## src/rtl/word_scrambler.sv

```systemverilog
// Purpose: latch a six-glyph word and shuffle glyph positions with LFSR-driven swaps.
// Latency: done rises NUM_SWAPS+1 edges after the edge that accepts start (one more if FIX is needed).
// Backpressure: none; start and Word changes are ignored while busy, Scram held until the next done.
module word_scrambler #(
  parameter int unsigned NUM_SWAPS = 16,
  parameter logic [15:0] LFSR_SEED = 16'hACE1,
  parameter logic [7:0]  DASH      = 8'h3F
) (
  input  logic       clk,
  input  logic       rst,
  input  logic       start,
  input  logic [7:0] Word0,
  input  logic [7:0] Word1,
  input  logic [7:0] Word2,
  input  logic [7:0] Word3,
  input  logic [7:0] Word4,
  input  logic [7:0] Word5,
  output logic [7:0] Scram0,
  output logic [7:0] Scram1,
  output logic [7:0] Scram2,
  output logic [7:0] Scram3,
  output logic [7:0] Scram4,
  output logic [7:0] Scram5,
  output logic       busy,
  output logic       done
);

  // A zero seed would lock the LFSR at zero forever.
  localparam logic [15:0] SEED_EFF  = (LFSR_SEED == 16'h0000) ? 16'h0001 : LFSR_SEED;
  localparam logic [7:0]  LAST_SWAP = 8'(NUM_SWAPS - 1);

  typedef enum logic [2:0] {IDLE, SWAP, CHECK, FIX, DONE} state_t;

  state_t           state_q, state_d;
  logic [15:0]      lfsr_q, lfsr_d;
  logic [7:0]       cnt_q, cnt_d;
  logic [5:0][7:0]  work_q, work_d;
  logic [5:0][7:0]  orig_q, orig_d;
  logic [5:0][7:0]  scram_q, scram_d;
  logic [5:0][7:0]  word_in;
  logic [5:0][7:0]  rot;
  logic [2:0]       idx_i, idx_j;

  // Fold a 3-bit value into a glyph position 0..5.
  function automatic logic [2:0] fold_idx(input logic [2:0] v);
    return (v >= 3'd6) ? (v - 3'd6) : v;
  endfunction

  assign word_in = {Word5, Word4, Word3, Word2, Word1, Word0};
  assign idx_i   = fold_idx(lfsr_q[2:0]);
  assign idx_j   = fold_idx(lfsr_q[5:3]);

  // Galois LFSR free-runs in every state so results depend on start timing.
  always_comb begin
    lfsr_d = {1'b0, lfsr_q[15:1]} ^ (lfsr_q[0] ? 16'hB400 : 16'h0000);
  end

  // Left rotation used when the shuffle happened to restore the original order.
  always_comb begin
    rot = '0;
    for (int k = 0; k < 5; k++) rot[k] = work_q[k+1];
    rot[5] = work_q[0];
  end

  // Next-state logic: latch, swap, check for identity, optionally rotate, publish.
  always_comb begin
    state_d = state_q;
    cnt_d   = cnt_q;
    work_d  = work_q;
    orig_d  = orig_q;
    scram_d = scram_q;
    case (state_q)
      IDLE: begin
        if (start) begin
          work_d  = word_in;
          orig_d  = word_in;
          cnt_d   = 8'd0;
          state_d = SWAP;
        end
      end
      SWAP: begin
        work_d[idx_i] = work_q[idx_j];
        work_d[idx_j] = work_q[idx_i];
        cnt_d         = cnt_q + 8'd1;
        if (cnt_q == LAST_SWAP) state_d = CHECK;
      end
      CHECK: begin
        if (work_q != orig_q) begin
          scram_d = work_q;
          state_d = DONE;
        end else begin
          state_d = FIX;
        end
      end
      FIX: begin
        work_d  = rot;
        scram_d = rot;
        state_d = DONE;
      end
      DONE:    state_d = IDLE;
      default: state_d = IDLE;
    endcase
  end

  // State registers with asynchronous active-low reset.
  always_ff @(posedge clk or negedge rst) begin
    if (!rst) begin
      state_q <= IDLE;
      lfsr_q  <= SEED_EFF;
      cnt_q   <= 8'd0;
      work_q  <= '0;
      orig_q  <= '0;
      scram_q <= {6{DASH}};
    end else begin
      state_q <= state_d;
      lfsr_q  <= lfsr_d;
      cnt_q   <= cnt_d;
      work_q  <= work_d;
      orig_q  <= orig_d;
      scram_q <= scram_d;
    end
  end

  assign busy   = (state_q != IDLE);
  assign done   = (state_q == DONE);
  assign Scram0 = scram_q[0];
  assign Scram1 = scram_q[1];
  assign Scram2 = scram_q[2];
  assign Scram3 = scram_q[3];
  assign Scram4 = scram_q[4];
  assign Scram5 = scram_q[5];

endmodule

```

## config.mk

```make
export PLATFORM = sky130hd
export DESIGN_NAME = word_scrambler
export DESIGN_NICKNAME = d
export VERILOG_FILES = /design/src/rtl/word_scrambler.sv
export SDC_FILE = /design/constraint.sdc
export NUM_CORES = 1
export LEC_CHECK = 0
export ABC_CLOCK_PERIOD_IN_PS = 4700
export CORE_ASPECT_RATIO = 1.1
export CORE_MARGIN = 4
export CORE_UTILIZATION = 40
export CTS_BUF_LIST = sky130_fd_sc_hd__clkbuf_8
export DETAILED_ROUTE_END_ITERATION = 8
export DONT_BUFFER_PORTS = 1
export SETUP_SLACK_MARGIN = 0.3
export SLEW_MARGIN = 25
export SYNTH_ARGS = -nofsm -noshare
export SYNTH_HDL_FRONTEND = slang
export SYNTH_SLANG_ARGS = --single-unit
```

## constraint.sdc

```tcl
create_clock -name clk -period 4.7 [get_ports clk]
set_input_delay 0.47 -clock clk [delete_from_list [all_inputs] [get_ports clk]]
set_output_delay 0.47 -clock clk [all_outputs]
set_load 0.03 [all_outputs]
```

---- Word-level counts from Yosys, hierarchy flattened ----
Index checks and enable logic that the tools add are counted.
operators by class
  bitwise logic cells ..................... 1
  add/subtract/negate cells ............... 3
  mux-type cells .......................... 23
  equality and inequality tests ........... 9
  $lt $le $gt $ge ......................... 6
  reduce and logical (&&, ||, !) cells .... 12
operator list
  cell                   number
  $pmux W48 S3           1
  $bwmux W48             2
  $mux W48               2
  $pmux W48 S2           1
  $bmux W8 S3            2
  $demux W8 S3           2
  $ne A48 B48 Y1         1
  $mux W8                5
  $mux W16               1
  $pmux W8 S2            1
  $xor A15 B16 Y16       1
  $mux W3                5
  $pmux W3 S4            1
  $reduce_and A2 Y1      5
  $add A8 B1 Y8 const B  1
  $eq A8 B4 Y1 const B   1
  $lt A3 B4 Y1 const B   2
  $eq A3 B2 Y1 const B   2
  $ge A3 B1 Y1 const B   2
  $ge A3 B3 Y1 const B   2
  $ne A2 B2 Y1 const B   3
  $reduce_bool A3 Y1     2
  $sub A3 B3 Y3 const B  2
  $reduce_bool A2 Y1     2
  other kinds (4)        5
word-level totals
  register bits ........................... 171
  word-level logic and storage cells ...... 75
  input port bits ......................... 51

---- Depth between registers and ports, before layout ----
  depth in word-level cells ............... 9
  depth in mapped cells ................... 9
  depth with buffers taken out ............ 8

---- Least setup slack after synthesis ----
Ideal clock, no wire load.
  kind .................................... reg-to-reg
  start point ............................. register lfsr_q[0]
  end point ............................... register work_q, in the netlist rot[24]
  clock period less this slack ............ 2.359 ns
  arrival time ............................ 2.238 ns
  cell stages (with the launch flop) ...... 7
  data required time ...................... 4.579 ns
  path slack .............................. 2.341 ns
  library setup time ...................... 0.121 ns
  buffers on the path ..................... 2
  path through ............................ dfstp_2 -> clkbuf_1 -> buf_2 -> mux4_2 -> a22oi_1 -> a221oi_1 -> o22a_1
between the ends
  longest elaborated chain between the ends .. 9
RTL lines
  item                                                                       RTL line  source
  from (decl)                                                                35        logic [15:0] lfsr_q, lfsr_d;
  from (signal assigned)                                                     116       lfsr_q <= lfsr_d;
  $sub A3 B3 Y3 / $ge A3 B3 Y1 (equally long branches)                       46        return (v >= 3'd6) ? (v - 3'd6) : v;
  $mux W3 *                                                                  46
  $lt A3 B4 Y1 (implied by the code) / $ge A3 B1 Y1 (equally long branches)  82        work_d[idx_i] = work_q[idx_j];
  $logic_and A1 B1 Y1 (implied by the code)                                  82
  $mux W8 (implied by the code)                                              82
  $demux W8 S3                                                               82
  $bwmux W48                                                                 82
  $bwmux W48 *                                                               83        work_d[idx_j] = work_q[idx_i];
  $pmux W48 S3 *                                                             72        case (state_q)
  to (signal assigned)                                                       118       work_q <= work_d;
  to (decl)                                                                  37        logic [5:0][7:0] work_q, work_d;
Mark *: on every way between the ends. The rest lies on a longest branch, timed or not. The select of a mux whose other input is x is not followed.
A chain may end at the register's enable or synchronous reset.

---- Final worst setup path ----
  start point ............................. register lfsr_q[2]
  end point ............................... register work_q, in the netlist rot[19]
Same word-level chain as after synthesis.

==> impl_results.md <==
- Critical path class: reg2reg
- Tot GR Track Use: 24.4%
- Resized Gates After CTS: 0
- Root buf cell: clkbuf_8
- First-pass detailed-route iteration total: 6
- Max-Cap Viols: 0
- Crit path depth: 7
- Fill cell count: about 2300
- R2R depth: 7
- # IOs: 101
- Status: finished, final reports clean
- Min-Delay Path Class: in2async
- Final setup vio count: 0
- CTS sink count: 171
- Initial antenna violation count: 0
- Slew @ Worst Pin: 1100 ps
- Worst VDD drop: 0.241 mV
- RR Endpoint: rot[19]
- Async SR Flop Fraction: between 90% and 100%
- Row count: ~60
- Critical path's slowest cell: a22oi_1
- Iter 0 DRT Violations: 1057
- Nets: about 1100
- Hold slack final: 8.59 ps
- Slew margin rel.: 26.2%
- First-pass GRT wire length: 49000 um
- Place WS: 1650 ps
- Yosys reg bits: 171
- Crit path capture: rot[19]
- Antenna viol nets, final: 0
- Synth-to-layout area growth: 6.13%
- Worst path buffer plus inverter count: 1
- Tcrit/Tclk final: 68.7%
- Crit path time final: 3230 ps
- Share of cells above drive strength 1: 12.7%
- Number of flops mapped to enable cells by yosys: 0
- Chip height: approximately 170 um
- Vias per Instance: 6.22
- Setup crit start kind: flip-flop
- # port buffers: 0
- Most used DFF post-synth: dfrtp_1
- Worst Path Max Fanout: 14
- Slowest stage delay, CP: 860 ps
- WP data required: 5080 ps
- Grt ovf: 0
- Via count: 8235
- Critical-path cell list: inv_1 > ha_1 > mux4_2 > a22oi_1 > a221oi_1 > nand2b_1 > o21a_1
- H-tree Lvls: 4
- Sequential-to-total area share from yosys stat: 45.1%
- Deepest clock path buffer count: 2
- Vias in the first global route: 7886
- Worst setup path start: lfsr_q[2]
- Final hold vios: 0
- Die area: 26600 sq um
- Post-Synthesis Cell Area: 9620 sq um
- Slew Limit Fails: 0
- Clk_skew: approximately 19 ps
- Crit. End Element: flip-flop
- TritonCTS Buffers: 17
- Initial Util: 40.6%
- Routed WL per cell: 24.5 um
- Core Area: 23700 sq um
- Post-route design area: 10200 sq um
- Final Util: 43.1%
- Post-Place Cell Area: 9780 sq um
- Netlist cell types: 49
- Largest net degree at the start of global routing: about 170
- Antenna diode count: 0
- Final wirelength: between 30000 and 40000 um
- Warnings, synthesis: 0
- Die X: approximately 160 um
- Post-synthesis instance total: 1054
- DP HPWL: about 23000 um
- Power per cell area: 689 nW/um^2
- Setup TNS: 0 ps
- Worst flop-to-flop path startpoint: lfsr_q[2]
- Drt drc: 0
- Net Count, Synth: 1110
- Cell leakage power: around 4.5 nW
- Worst reg2reg setup slack: roughly 1500 ps
- RSZ-0062 raised after global routing: false
- CP arrival: 3610 ps
- Worst-path clk slew: around 100 ps
- Fmax: 0.310 GHz
- GPL Wtd Cong: 0.988
- Post-route worst setup slack: 1470 ps
- Synthesized area per cell: approximately 9.1 sq um
- Worst skew pair latency: 490 ps
- Largest delay share family, worst path: compound AO/OA/AOI/OAI gates
- CTS tree: done
## flip-flops by register name, summed over array words and instances (netlist names)
| signal | flops |
|---|---|
| Scram0 | 8 |
| Scram1 | 8 |
| Scram2 | 8 |
| Scram3 | 8 |
| Scram4 | 8 |
| Scram5 | 8 |
| cnt_q | 8 |
| lfsr_q | 16 |
| orig_q | 48 |
| rot | 48 |
| state_q | 3 |
## per-layer routing
layer / vias to the layer above / share of wire [%] / wire length (um) / GRT usage [%]
met4: 0 / 5.4 / 1750 / 11.8
met5: - / 0 / 0 / 0
met2: 454 / 47 / 15200 / 38.7
li1: 3675 / - / - / -
met1: 3993 / 38 / 12300 / 30.7
met3: 113 / 10 / 3270 / 6.83
## cell usage after synthesis (5+ instances only)
| cell type | n | area (sq um) |
|---|---|---|
| mux2_2 | 16 | 180 |
| buf_2 | 5 | 25.0 |
| nor2b_1 | 8 | 50.1 |
| mux4_2 | 16 | 360 |
| a2bb2oi_1 | 47 | 412 |
| mux2i_1 | 9 | 90.1 |
| clkbuf_1 | 65 | 244 |
| a21oi_1 | 61 | 305 |
| nand2_1 | 274 | 1030 |
| dfrtp_1 | 127 | 3180 |
| dfstp_2 | 44 | 1160 |
| ha_1 | 5 | 62.6 |
| a22oi_1 | 16 | 120 |
| o21ai_0 | 76 | 380 |
| a222oi_1 | 8 | 80.1 |
| nor2_1 | 46 | 173 |
| o21ai_1 | 11 | 55.1 |
| o31a_1 | 20 | 175 |
| o22a_1 | 20 | 175 |
| nand2b_1 | 15 | 93.8 |
| nor4_1 | 12 | 75.1 |
| a221o_1 | 6 | 60.1 |
| nand3_1 | 10 | 50.1 |
| buf_1 | 6 | 22.5 |
| a221oi_1 | 24 | 210 |
| and2_1 | 6 | 37.5 |
| xor2_1 | 47 | 412 |
| inv_1 | 7 | 26.3 |
## how the worst min path moves through the flow
stage              from    endpoint  slack [ps]  cells past startpoint
4_1_cts             rst  orig_q[12]          60                      1
3_5_place_dp        rst  orig_q[12]         190                      0
2_1_floorplan       rst   Scram0[6]         170                      0
5_1_grt        Word0[4]   orig_q[4]          60                      2
6_report            rst  orig_q[12]           9                      1
3_3_place_gp        rst    cnt_q[7]         190                      0
## worst register-to-register path: stages, from the launching register on
cell	delay [ps]
dfrtp_1	420
inv_1	70
ha_1	610
mux4_2	600
a22oi_1	870
a221oi_1	250
nand2b_1	210
o21a_1	100
## layout make-up
| cell class | count | area [sq um] | share of cell area, % |
|---|---|---|---|
| Clock buffer | 17 | 234 | 2.29 |
| Clock inverter | 15 | 163 | 1.59 |
| Inverter | 8 | 30.0 | 0.294 |
| Multi-Input combinational cell | 795 | 4940 | 48.4 |
| Sequential cell | 171 | 4330 | 42.5 |
| Tap cell | 305 | 382 | 3.74 |
| Timing Repair Buffer | 14 | 125 | 1.23 |
## timing repair
action / in CTS / in global routing
hold endpoints to repair: 171 / 0
buffers inserted: 0 / 0
hold buffers: 1 / 0
## where the power goes
part,switching (mW),internal [mW],total [mW]
Combinational,1.55,1.13,2.68
Clock,0.614,0.479,1.09
Sequential,1.12,2.14,3.25
Total,3.28,3.75,7.03
## per-stage QoR
stage	instances	power, mW
2_1_floorplan	1054	4.83
3_3_place_gp	1292	5.80
3_5_place_dp	1292	5.86
4_1_cts	1325	6.98
5_1_grt	1325	7.40
6_report	1325	7.03
## layout by cell type, fill, tap and decap left out, types with 4 or more instances in the layout
master	count
nor4_1	12
mux2_2	16
clkbuf_8	17
a221o_1	6
o21ai_1	11
nand2_1	273
a21oi_1	61
inv_1	7
o31a_1	20
a221oi_1	24
xnor2_1	4
nand4_1	4
clkinv_4	4
o21a_1	4
dfstp_2	44
and2_1	5
nand3_1	10
o221ai_1	4
nand2b_1	14
dfrtp_1	127
ha_1	5
buf_4	13
a22oi_1	16
o211a_1	4
a222oi_1	8
mux4_2	16
o22a_1	20
nor2b_1	5
nor3_1	4
a2bb2oi_1	47
mux2i_1	9
xor2_1	47
o21ai_0	76
inv_6	4
nor2_1	46
## logic make-up (layout without fill, tap and decap cells)
logic type                 count (synthesis)  in the layout  synth area share, %
muxes                                     41             41                 6.56
AOI/OAI and AO/OA                        310            310                 22.5
buffers and inverters                     88             54                 3.77
adders and majority gates                  5              5                0.651
and+or+nand+nor                          388            388                 16.8
DFF                                      171            171                 45.1
xor gates and xnor gates                  51             51                 4.65
(Power assumes the default switching activity.)
